===== src/rtl/basketball_hoop_fx.sv =====
// Hoop sprite (pole, backboard, rim, net) for the VGA pixel pipeline.
// A score pulse starts a timed FLASH: rim blinks, net ripples, score counts.
module basketball_hoop_fx #(
    parameter int POLE_X_L     = 630,
    parameter int POLE_X_R     = 635,
    parameter int POLE_Y_T     = 120,
    parameter int POLE_Y_B     = 479,
    parameter int BOARD_X_L    = 630,
    parameter int BOARD_X_R    = 633,
    parameter int BOARD_Y_T    = 110,
    parameter int BOARD_Y_B    = 160,
    parameter int RIM_X_L      = 610,
    parameter int RIM_X_R      = 630,
    parameter int RIM_Y_T      = 155,
    parameter int RIM_Y_B      = 159,
    parameter int NET_H        = 12,
    parameter int NET_INSET    = 2,
    parameter int FLASH_FRAMES = 30,
    parameter int BLINK_FRAMES = 4,
    parameter int SCORE_W      = 8
) (
    input  logic               clk,
    input  logic               reset_n,
    input  logic               video_on,
    input  logic [9:0]         pixel_x,
    input  logic [9:0]         pixel_y,
    input  logic               frame_tick,
    input  logic               score_pulse,
    output logic [11:0]        object_rgb,
    output logic               object_on,
    output logic               flash_active,
    output logic [SCORE_W-1:0] score_count
);

    localparam int FW = $clog2(FLASH_FRAMES) + 1;
    localparam int BW = $clog2(BLINK_FRAMES) + 1;

    localparam logic [9:0] P_XL = 10'(POLE_X_L);
    localparam logic [9:0] P_XR = 10'(POLE_X_R);
    localparam logic [9:0] P_YT = 10'(POLE_Y_T);
    localparam logic [9:0] P_YB = 10'(POLE_Y_B);
    localparam logic [9:0] B_XL = 10'(BOARD_X_L);
    localparam logic [9:0] B_XR = 10'(BOARD_X_R);
    localparam logic [9:0] B_YT = 10'(BOARD_Y_T);
    localparam logic [9:0] B_YB = 10'(BOARD_Y_B);
    localparam logic [9:0] R_XL = 10'(RIM_X_L);
    localparam logic [9:0] R_XR = 10'(RIM_X_R);
    localparam logic [9:0] R_YT = 10'(RIM_Y_T);
    localparam logic [9:0] R_YB = 10'(RIM_Y_B);
    localparam logic [9:0] N_XL = 10'(RIM_X_L + NET_INSET);
    localparam logic [9:0] N_XR = 10'(RIM_X_R - NET_INSET);
    localparam logic [9:0] N_YT = 10'(RIM_Y_B + 1);
    localparam logic [9:0] N_YB = 10'(RIM_Y_B + NET_H);

    localparam logic [11:0] C_RED    = 12'hF00;
    localparam logic [11:0] C_YELLOW = 12'hFF0;
    localparam logic [11:0] C_WHITE  = 12'hFFF;
    localparam logic [11:0] C_GRAY   = 12'h555;

    typedef enum logic {
        IDLE,
        FLASH
    } state_t;

    state_t             state_q, state_d;
    logic [FW-1:0]      frame_cnt_q, frame_cnt_d;
    logic [BW-1:0]      blink_cnt_q, blink_cnt_d;
    logic               blink_on_q, blink_on_d;
    logic [1:0]         net_phase_q, net_phase_d;
    logic [SCORE_W-1:0] score_q, score_d;
    logic [11:0]        rgb_q, rgb_d;
    logic               on_q, on_d;
    logic               flash_q;

    logic       rim_hit, net_hit, board_hit, pole_hit;
    logic [9:0] ripple;

    always_comb begin
        state_d     = state_q;
        frame_cnt_d = frame_cnt_q;
        blink_cnt_d = blink_cnt_q;
        blink_on_d  = blink_on_q;
        net_phase_d = net_phase_q;
        score_d     = score_q;
        if (score_pulse) begin
            state_d     = FLASH;
            frame_cnt_d = '0;
            blink_cnt_d = '0;
            blink_on_d  = 1'b1;
            net_phase_d = '0;
            if (score_q != '1) begin
                score_d = score_q + 1'b1;
            end
        end else if (state_q == FLASH && frame_tick) begin
            frame_cnt_d = frame_cnt_q + 1'b1;
            net_phase_d = net_phase_q + 1'b1;
            if (blink_cnt_q == BW'(BLINK_FRAMES - 1)) begin
                blink_cnt_d = '0;
                blink_on_d  = ~blink_on_q;
            end else begin
                blink_cnt_d = blink_cnt_q + 1'b1;
            end
            // Last frame of the effect: fall back to a clean IDLE
            if (frame_cnt_q == FW'(FLASH_FRAMES - 1)) begin
                state_d     = IDLE;
                frame_cnt_d = '0;
                blink_cnt_d = '0;
                blink_on_d  = 1'b0;
                net_phase_d = '0;
            end
        end
    end

    assign ripple = pixel_x - R_XL + pixel_y + {8'd0, net_phase_q};

    assign rim_hit = pixel_x >= R_XL && pixel_x <= R_XR &&
                     pixel_y >= R_YT && pixel_y <= R_YB;
    assign net_hit = pixel_x >= N_XL && pixel_x <= N_XR &&
                     pixel_y >= N_YT && pixel_y <= N_YB &&
                     ripple[1:0] == 2'b00;
    assign board_hit = pixel_x >= B_XL && pixel_x <= B_XR &&
                       pixel_y >= B_YT && pixel_y <= B_YB;
    assign pole_hit = pixel_x >= P_XL && pixel_x <= P_XR &&
                      pixel_y >= P_YT && pixel_y <= P_YB;

    always_comb begin
        rgb_d = '0;
        on_d  = 1'b0;
        if (video_on) begin
            if (rim_hit) begin
                on_d  = 1'b1;
                rgb_d = (state_q == FLASH && blink_on_q) ? C_YELLOW : C_RED;
            end else if (net_hit) begin
                on_d  = 1'b1;
                rgb_d = C_WHITE;
            end else if (board_hit) begin
                on_d  = 1'b1;
                rgb_d = C_WHITE;
            end else if (pole_hit) begin
                on_d  = 1'b1;
                rgb_d = C_GRAY;
            end
        end
    end

    always_ff @(posedge clk or negedge reset_n) begin
        if (!reset_n) begin
            state_q     <= IDLE;
            frame_cnt_q <= '0;
            blink_cnt_q <= '0;
            blink_on_q  <= 1'b0;
            net_phase_q <= '0;
            score_q     <= '0;
            rgb_q       <= '0;
            on_q        <= 1'b0;
            flash_q     <= 1'b0;
        end else begin
            state_q     <= state_d;
            frame_cnt_q <= frame_cnt_d;
            blink_cnt_q <= blink_cnt_d;
            blink_on_q  <= blink_on_d;
            net_phase_q <= net_phase_d;
            score_q     <= score_d;
            rgb_q       <= rgb_d;
            on_q        <= on_d;
            flash_q     <= (state_d == FLASH);
        end
    end

    assign object_rgb   = rgb_q;
    assign object_on    = on_q;
    assign flash_active = flash_q;
    assign score_count  = score_q;

endmodule


===== config.mk =====
export PLATFORM = sky130hd
export DESIGN_NAME = basketball_hoop_fx
export DESIGN_NICKNAME = d
export VERILOG_FILES = /design/src/rtl/basketball_hoop_fx.sv
export SDC_FILE = /design/constraint.sdc
export NUM_CORES = 1
export LEC_CHECK = 0
export ABC_AREA = 1
export CELL_PAD_IN_SITES_DETAIL_PLACEMENT = 1
export CELL_PAD_IN_SITES_GLOBAL_PLACEMENT = 1
export CORE_UTILIZATION = 37
export CTS_CLUSTER_SIZE = 24
export DETAILED_ROUTE_END_ITERATION = 8
export PLACE_DENSITY = 0.92
export SLEW_MARGIN = 20
export SYNTH_ARGS = -nofsm -noshare
export SYNTH_HDL_FRONTEND = slang
export SYNTH_SLANG_ARGS = --single-unit

===== constraint.sdc =====
create_clock -name clk -period 3.75 [get_ports clk]
set_input_delay 0.75 -clock clk [delete_from_list [all_inputs] [get_ports clk]]
set_output_delay 0.75 -clock clk [all_outputs]
set_load 0.02 [all_outputs]

# After elaboration in Yosys (flattened, before gate mapping)
# Index checks and enable logic that the tools add are counted.
[op_classes]
addsub = 7
order_cmp = 15
n_eq_ne = 3
mux = 28
bitwise = 1
n_reduce_logical = 22
[op_table]
columns = ["cell", "n"]
rows = [
  ["12-bit two-way mux", 4],
  ["10-bit <= comparator, second input constant", 4],
  ["10-bit >= comparator, second input constant", 3],
  ["10-bit by 8-bit <= comparator with 1-bit output, second input constant", 3],
  ["10-bit by 7-bit >= comparator with 1-bit output, second input constant", 2],
  ["10-bit by 8-bit >= comparator with 1-bit output, second input constant", 2],
  ["6-bit two-way mux", 3],
  ["1-bit logical AND", 15],
  ["1-bit two-way mux", 12],
  ["3-bit two-way mux", 4],
  ["11-bit two-way mux", 1],
  ["10-bit by 9-bit <= comparator with 1-bit output, second input constant", 1],
  ["8-bit by 1-bit adder with 8-bit output, second input constant", 1],
  ["8-bit two-way mux", 1],
  ["8-bit inequality test, second input constant", 1],
  ["6-bit by 1-bit adder with 6-bit output, second input constant", 1],
  ["6-bit by 5-bit equality test with 1-bit output, second input constant", 1],
  ["2-bit two-way mux", 3],
  ["2-bit AND reduction", 3],
  ["2-bit adder", 2],
  ["2-bit nonzero test", 2],
  ["3-bit by 1-bit adder with 3-bit output, second input constant", 1],
  ["3-bit by 2-bit equality test with 1-bit output, second input constant", 1],
  ["3-bit nonzero test", 1],
  ["other kinds (4)", 4],
]
[totals]
ff_bits = 34
word_cells = 84

# Longest topological paths before layout
# Gate-level depths: netlist of the first run.
[depth]
word_depth = 9
ltp_mapped = 12

# Worst setup path before layout of the first run
# OpenSTA, ideal clock, no wires.
[synth_path]
path_kind = "input -> register"
start = "input port pixel_x[0]"
end = "register rgb_q[6] (netlist: object_rgb[6])"
setup_ns = 0.072
arrival_time_ns = 2.133
t_required_ns = 3.678
path_slack_ns = 1.546
stages = 9
path_cell_list = "fa_1 > ha_1 > xnor2_1 > nand3_1 > nor2_2 > nand2_2 > nand3_2 > nand2_2 > nor2_1"
[synth_via]
elab_chain_cells = 9
elab_cells_between_ends = 29
cone_classes = "3 x add/sub; 7 x order compare; 5 x mux; 14 x reduce/logical"
[synth_rtl]
columns = ["element", "line_no", "text"]
rows = [
  ["from (decl)", "25", "input logic [9:0] pixel_x,"],
  ["branches (longest 7 deep; another with 2-bit subtractor)", "-", ""],
  ["12-bit two-way mux *", "130", "if (rim_hit) begin"],
  ["12-bit two-way mux *", "129", "if (video_on) begin"],
  ["to (signal assigned)", "164", "rgb_q <= rgb_d;"],
  ["to (decl)", "71", "logic [11:0] rgb_q, rgb_d;"],
]
# Mark *: on every way between the ends.
# A chain may end at the register's enable or synchronous reset.

# Worst setup path in the final report of the first run
[layout_path]
start = "input port pixel_y[0]"
end = "register rgb_q[6] (netlist: object_rgb[6])"
[layout_via]
elab_chain_cells = 8
elab_cells_between_ends = 25
cone_classes = "2 x add/sub; 8 x order compare; 5 x mux; 10 x reduce/logical"
[layout_rtl]
columns = ["element", "line_no", "text"]
rows = [
  ["from (decl)", "26", "input logic [9:0] pixel_y,"],
  ["10-bit by 7-bit >= comparator with 1-bit output", "124", "pixel_y >= P_YT && pixel_y <= P_YB;"],
  ["1-bit logical AND", "123", "assign pole_hit = pixel_x >= P_XL && pixel_x <= P_XR &&"],
  ["1-bit logical AND", "124", ""],
  ["11-bit two-way mux", "139", "end else if (pole_hit) begin"],
  ["12-bit two-way mux", "136", "end else if (board_hit) begin"],
  ["12-bit two-way mux", "133", "end else if (net_hit) begin"],
  ["12-bit two-way mux *", "130", ""],
  ["12-bit two-way mux *", "129", ""],
]
# Mark *: on every way between the ends. The rest lies on a longest branch, timed or not.

==> results.sh, run 1 <==
export IMPL_start_util_pct=39.74
export IMPL_synth_simple_gate_area_share_pct=30.89
export IMPL_insertion_delay_ps=280
export IMPL_power_share_combinational_pct=41.3
export IMPL_vias=1687
export IMPL_ant_nets=0
export IMPL_synth_warnings=0
export IMPL_crit_type="primary input to flop"
export IMPL_io_pins=47
export IMPL_clkSinkCount=28
export IMPL_finalWirelength_microns=4576
export IMPL_multiInputGateArea_sq_um=897.1
export IMPL_tightestPinTransition_ps=358.7
export IMPL_cpLargestDelayFamily="adder cells"
export IMPL_syn_nets=268
export IMPL_p_seq_share_pct=41.3
export IMPL_drc=5
export IMPL_synth_compound_area_share_pct=8.656
export IMPL_seq_area_frac_synth_pct=39.41
export IMPL_io_buffers=46
export IMPL_p_per_area_nw_per_um2=460.1
export IMPL_worstPathRequired_ps=3950
export IMPL_setup_viol=0
export IMPL_cp_max_fo=4
export IMPL_antenna_found_initial=0
export IMPL_setup_tns_ps=0
export IMPL_dpl_hpwl_microns=3691
export IMPL_drive_gt1_share_pct=8.185
export IMPL_synth_seq_cells=28
export IMPL_finalWorstSetupSlack_ps=1094
export IMPL_cpPeakStageDelay_ps=560
export IMPL_cp_arrival_ps=2860
export IMPL_min_period_ps=2656
export IMPL_crit_path_end_kind="flop"
export IMPL_internal_power_w=0.0006695
export IMPL_seq_area_sq_um=700.7
export IMPL_whs_ps=506.1
export IMPL_relSlewSlack_pct=76.00
export IMPL_vdd_drop_max_v=0.0001752
export IMPL_n_fill_cell=563
export IMPL_crit_top_cell="nand2_2"
export IMPL_muxShareOfSynthArea_pct=0.6334
export IMPL_syn_cell_area_sq_um=1778
export IMPL_timing_final_crit_share_pct=70.83
export IMPL_grt_max_degree=29
export IMPL_finalHoldViolCount=0
export IMPL_max_freq_ghz=0.3765
export IMPL_die_w_microns=71.32
export IMPL_grt_pass1_wl_microns=8086
export IMPL_synth_xor_area_share_pct=4.926
export IMPL_min_path_type="flop to flop"
export IMPL_crit_slowest_cell="clkdlybuf4s50_1"
export IMPL_layout_nets=314
export IMPL_drt_iter0_drc=55
export IMPL_cts_hold_buffers_added=0
export IMPL_wl_per_cell_microns=13.74
export IMPL_htreeDepth=1
export IMPL_firstDrtPassIters=6
export IMPL_area_growth_pct=30.54
export IMPL_drv_cap=0
export IMPL_viasPerCell=5.066
export IMPL_worst_path_buf_inv=1
export IMPL_violations="DRC"
export IMPL_cts_tree="yes"
export IMPL_total_power_w=0.001068
export IMPL_start_kind="primary input"
export IMPL_synthCells=236
export IMPL_grtUsageTotal_pct=19.68
export IMPL_core_sq_um=4474
export IMPL_dieHeight_microns=71.32
export IMPL_yosys_area_share_adder_pct=5.348
export IMPL_cts_made_buffers=3
export IMPL_swShare_pct=37.31
export IMPL_gp_congestion=0.8064
export IMPL_n_antenna_cell=0
export IMPL_drv_slew=0
export IMPL_crit_chain="clkdlybuf4s50_1, fa_1, ha_1, xnor2_1, nand3_1, nor2_2, nand2_2, nand3_2, nand2_2, nor2_1"
export IMPL_grt_pass1_vias=1830
export IMPL_synth_top_family_by_area="simple AND/OR/NAND/NOR gates"
export IMPL_avgSynthCellArea_sq_um=7.534
export IMPL_run_status="finished with violations"
export IMPL_rsz0062_at_grt="no"
export IMPL_clockBufferDepth=2
export IMPL_ctsResizeCount=0
export IMPL_grt_overflow=0
export IMPL_clock_power_share_pct=17.4
export IMPL_die_area_sq_um=5087
export IMPL_row_count=24
export IMPL_power_switching_w=0.0003984
export IMPL_fin_skew_ps=7.190
export IMPL_ys_types=29
export IMPL_clkTransAtPathRegs_ps=100
export IMPL_root_buffer="clkbuf_8"
export IMPL_p_leak_nw=1.104
export IMPL_place_ws_ps=799.1
export IMPL_cts_setup_buffers=0
-- tightest hold or removal path, stage by stage (launching register included) --
cell and delay (ps):
dfrtp_1 370, nand2_1 60, nand2_1 50
-- Yosys cell counts (all sizes together) --
master | instances | area [sq um]
inv | 35 | 131.4
mux2 | 1 | 11.26
fa | 1 | 20.02
nand2 | 45 | 178.9
a31oi | 1 | 6.260
dfrtp | 28 | 700.7
nor2 | 41 | 176.4
xnor2 | 5 | 43.79
o22ai | 2 | 12.51
or2 | 1 | 6.260
buf | 6 | 45.04
ha | 6 | 75.07
nor3 | 6 | 30.03
o21ai | 6 | 33.78
clkinv | 1 | 3.750
a211oi | 1 | 7.510
nand3 | 26 | 145.1
nand4 | 2 | 12.51
a21boi | 2 | 18.77
a21oi | 15 | 75.07
xor2 | 5 | 43.79
-- placed cells by master, fill, tap and decap left out --
| master | n |
|---|---|
| clkdlybuf4s50_1 | 46 |
| nand2_1 | 41 |
| nor2_1 | 36 |
| inv_1 | 32 |
| dfrtp_1 | 28 |
| nand3_1 | 23 |
| a21oi_1 | 15 |
| nor3_1 | 6 |
| ha_1 | 6 |
| xnor2_1 | 5 |
| xor2_1 | 5 |
| nand2_2 | 4 |
| clkbuf_8 | 4 |
| inv_2 | 3 |
| nor2_2 | 3 |
| nand3_2 | 3 |
| o21ai_0 | 3 |
| nand4_1 | 2 |
| nor2_4 | 2 |
| o21ai_1 | 2 |
| o22ai_1 | 2 |
| a21boi_0 | 1 |
| a21boi_2 | 1 |
| or2_0 | 1 |
| clkinv_1 | 1 |
| a31oi_1 | 1 |
| o21ai_2 | 1 |
| a211oi_1 | 1 |
| mux2_2 | 1 |
| fa_1 | 1 |
| buf_4 | 1 |
-- per-layer routing --
metal  vias up  track usage [%]  routed length, microns
li1        838                -                       -
met1       810            22.79                    1922
met2        33            38.10                    2491
met3         6            3.094                     112
met4         0            3.778                      49
met5         -                0                       0
-- through the flow --
step                      util, %  area (sq um)  instances
after floorplan                 -          1778        236
after global placement      50.64          2266        329
after detailed placement    50.64          2266        329
after CTS                   51.87          2321        333
after global routing        51.87          2321        333
final                       51.87          2321        333
-- sequential cells by signal, summed over array words and instances, names as in the netlist --
register	flops
frame_cnt_q	6
object_rgb	6
flash_active	1
blink_on_q	1
net_phase_q	2
score_count	8
object_on	1
blink_cnt_q	3
-- final cells by class --
class	count	share of cell area, %
Sequential cell	28	30.19
Tap cell	52	2.803
Clock buffer	4	2.372
Multi-Input combinational cell	166	38.65
Timing Repair Buffer	47	20.16
Inverter	36	5.822
-- power groups by stage --
stage | Clock [W] | Combinational (W) | Sequential [W]
after floorplan | 0 | 0.000211 | 0.000481
after global placement | 0 | 0.000407 | 0.000441
after detailed placement | 0 | 0.000436 | 0.000446
after CTS | 0.000190 | 0.000447 | 0.000443
after global routing | 0.000201 | 0.000490 | 0.000455
final | 0.000186 | 0.000441 | 0.000442
-- logic make-up (layout without fill, tap and decap cells) --
kind of cell	after synthesis	count (layout)
fa+ha+maj	7	7
mux	1	1
xor+xnor	10	10
buf+inv	42	87
simple gates	121	121
flops	28	28
compound gates	27	27
-- worst paths after layout --
check	startpoint	to	slack, ps	cells after the start
worst min-delay path	blink_cnt_q[1]	blink_cnt_q[1]	510	2
worst min register to register	blink_cnt_q[1]	blink_cnt_q[1]	510	2
max in group asynchronous	reset_n	net_phase_q[1]	2630	2
worst max register to register	net_phase_q[0]	object_rgb[6]	1730	9
min in group asynchronous	reset_n	frame_cnt_q[4]	860	2
worst max-delay path	pixel_y[0]	object_rgb[6]	1090	10
(Power assumes the default switching activity.)
==> inputs of run 2 (changes only) <==
- CORE_UTILIZATION: 37 -> 35
- PLACE_DENSITY: 0.92 -> 0.88
- clock period: 3.75 -> 2.6 ns (I/O delays scaled with it)
==> run 2 against run 1 <==
  * The run now ends clean
  * First-iteration DRC count decreased by 36%
  * Register-to-register slack got worse by 1100 ps
  * Global-route usage decreased by 0.82 points
  * Largest power group unchanged
==> results.sh, run 2 (synthesis results as in run 1) <==
export IMPL_start_kind="primary input"
export IMPL_cp_max_fo=4
export IMPL_largest_reg_flops=8
export IMPL_max_freq_ghz=0.4162
export IMPL_cts_setup_buffers=0
export IMPL_vdd_drop_max_v=0.0002849
export IMPL_multiInputGateArea_sq_um=897.1
export IMPL_io_pins=47
export IMPL_cpLargestDelayFamily="adder cells"
export IMPL_hp_start="blink_cnt_q[1]"
export IMPL_final_util_pct=49.06
export IMPL_p_per_area_nw_per_um2=675.0
export IMPL_dpl_hpwl_microns=3655
export IMPL_r2r_start="net_phase_q[0]"
export IMPL_fin_skew_ps=5.166
export IMPL_crit_chain="clkdlybuf4s50_1, fa_1, ha_1, xnor2_1, nand3_1, nor2_2, nand2_2, nand3_1, nand2_1, nor2_1"
export IMPL_start_util_pct=36.91
export IMPL_die_area_sq_um=5369
export IMPL_mostFrequentLayoutCells="clkdlybuf4s50_1, nand2_1, nor2_1, inv_1, dfrtp_1"
export IMPL_n_antenna_cell=0
export IMPL_cpPeakStageDelay_ps=600
export IMPL_total_power_w=0.001595
export IMPL_vias=1652
export IMPL_antenna_found_initial=0
export IMPL_grt_overflow=0
export IMPL_core_sq_um=4817
export IMPL_crit_top_cell="nand3_1"
export IMPL_drv_cap=0
export IMPL_crit_path_end_kind="flop"
export IMPL_finalWorstSetupSlack_ps=197.5
export IMPL_drt_iter0_drc=35
export IMPL_htreeDepth=1
export IMPL_insertion_delay_ps=270
export IMPL_drc=0
export IMPL_min_path_type="flop to flop"
export IMPL_die_w_microns=73.28
export IMPL_relSlewSlack_pct=74.42
export IMPL_firstDrtPassIters=4
export IMPL_viasPerCell=4.734
export IMPL_rr_worst_depth=9
export IMPL_whs_ps=508.1
export IMPL_rsz0062_at_grt="no"
export IMPL_ant_nets=0
export IMPL_grtUsageTotal_pct=18.86
export IMPL_cts_made_buffers=3
export IMPL_root_buffer="clkbuf_8"
export IMPL_worst_path_buf_inv=1
export IMPL_p_leak_nw=1.116
export IMPL_grt_pass1_vias=1753
export IMPL_drv_slew=0
export IMPL_crit_slowest_cell="fa_1"
export IMPL_crit_type="primary input to flop"
export IMPL_cp_arrival_ps=2610
export IMPL_ctsResizeCount=0
export IMPL_cts_hold_buffers_added=0
export IMPL_finalWirelength_microns=4571
export IMPL_grt_pass1_wl_microns=7948
export IMPL_worstPathRequired_ps=2810
export IMPL_cts_tree="yes"
export IMPL_layout_nets=315
export IMPL_grt_max_degree=29
export IMPL_io_buffers=46
export IMPL_mostFrequentLayoutCell="clkdlybuf4s50_1"
export IMPL_placed_area_sq_um=2292
export IMPL_place_ws_ps=-117.3
export IMPL_min_to="blink_cnt_q[1]"
export IMPL_setup_viol=0
export IMPL_clkTransAtPathRegs_ps=100
export IMPL_tightestPinTransition_ps=382.2
export IMPL_gp_congestion=0.8208
export IMPL_wl_per_cell_microns=13.10
export IMPL_min_period_ps=2402
export IMPL_row_count=25
export IMPL_timing_final_crit_share_pct=92.40
export IMPL_n_fill_cell=630
export IMPL_setup_worst_path_start="pixel_x[0]"
export IMPL_area_growth_pct=32.93
export IMPL_dieHeight_microns=73.28
export IMPL_finalHoldViolCount=0
export IMPL_run_status="finished, final reports clean"
export IMPL_drive_gt1_share_pct=8.511
export IMPL_holdPathStages=2
export IMPL_clockBufferDepth=2
export IMPL_clkSinkCount=28
export IMPL_stdcell_area_sq_um=2364
export IMPL_reg2reg_to="object_rgb[7]"
export IMPL_seq_area_sq_um=700.7
export IMPL_r2r_setup_slack_ps=600
## run 2: per-stage QoR
stage          TNS, ps  std cells
2_1_floorplan        0        236
3_3_place_gp         0        345
3_5_place_dp    -283.9        345
4_1_cts              0        349
5_1_grt              0        349
6_report             0        349
## run 2: tightest hold or removal path: cells and delay by family (launching register included)
| kind | cells | cell delay (ps) |
|---|---|---|
| flip-flops | 1 | 370 |
| AND/OR/NAND/NOR | 2 | 120 |
## run 2: final cells by class
type	count	area share, %
Tap cell	67	3.547
Multi-Input combinational cell	166	37.96
Timing Repair Buffer	48	20.12
Clock inverter	1	1.271
Sequential cell	28	29.65
Inverter	36	5.717
Clock buffer	3	1.747
## run 2: how the worst max path moves through the flow
| stage | to | slack (ps) | cells after the start |
|---|---|---|---|
| after floorplan | object_rgb[6] | 630 | 9 |
| after global placement | object_rgb[6] | 50 | 10 |
| after detailed placement | object_rgb[7] | -120 | 10 |
| after CTS | object_rgb[7] | 180 | 10 |
| after global routing | object_rgb[7] | 80 | 10 |
| final | object_rgb[7] | 200 | 10 |
## run 2: metal layers
layer  track usage [%]  up-vias  share of wire, %
met2             36.42       22                55
met5                 0        -                 0
li1                  -      837                 -
met4             1.961        0              0.18
met1             22.76      791                43
met3             2.469        2               1.5
## run 2: report_power, final
part           internal, W  leakage, nW  switching [W]  total [W]
Combinational     0.000296        0.716       0.000324   0.000620
Sequential        0.000531        0.364       0.000103   0.000634
Clock             0.000206       0.0357       0.000136   0.000342
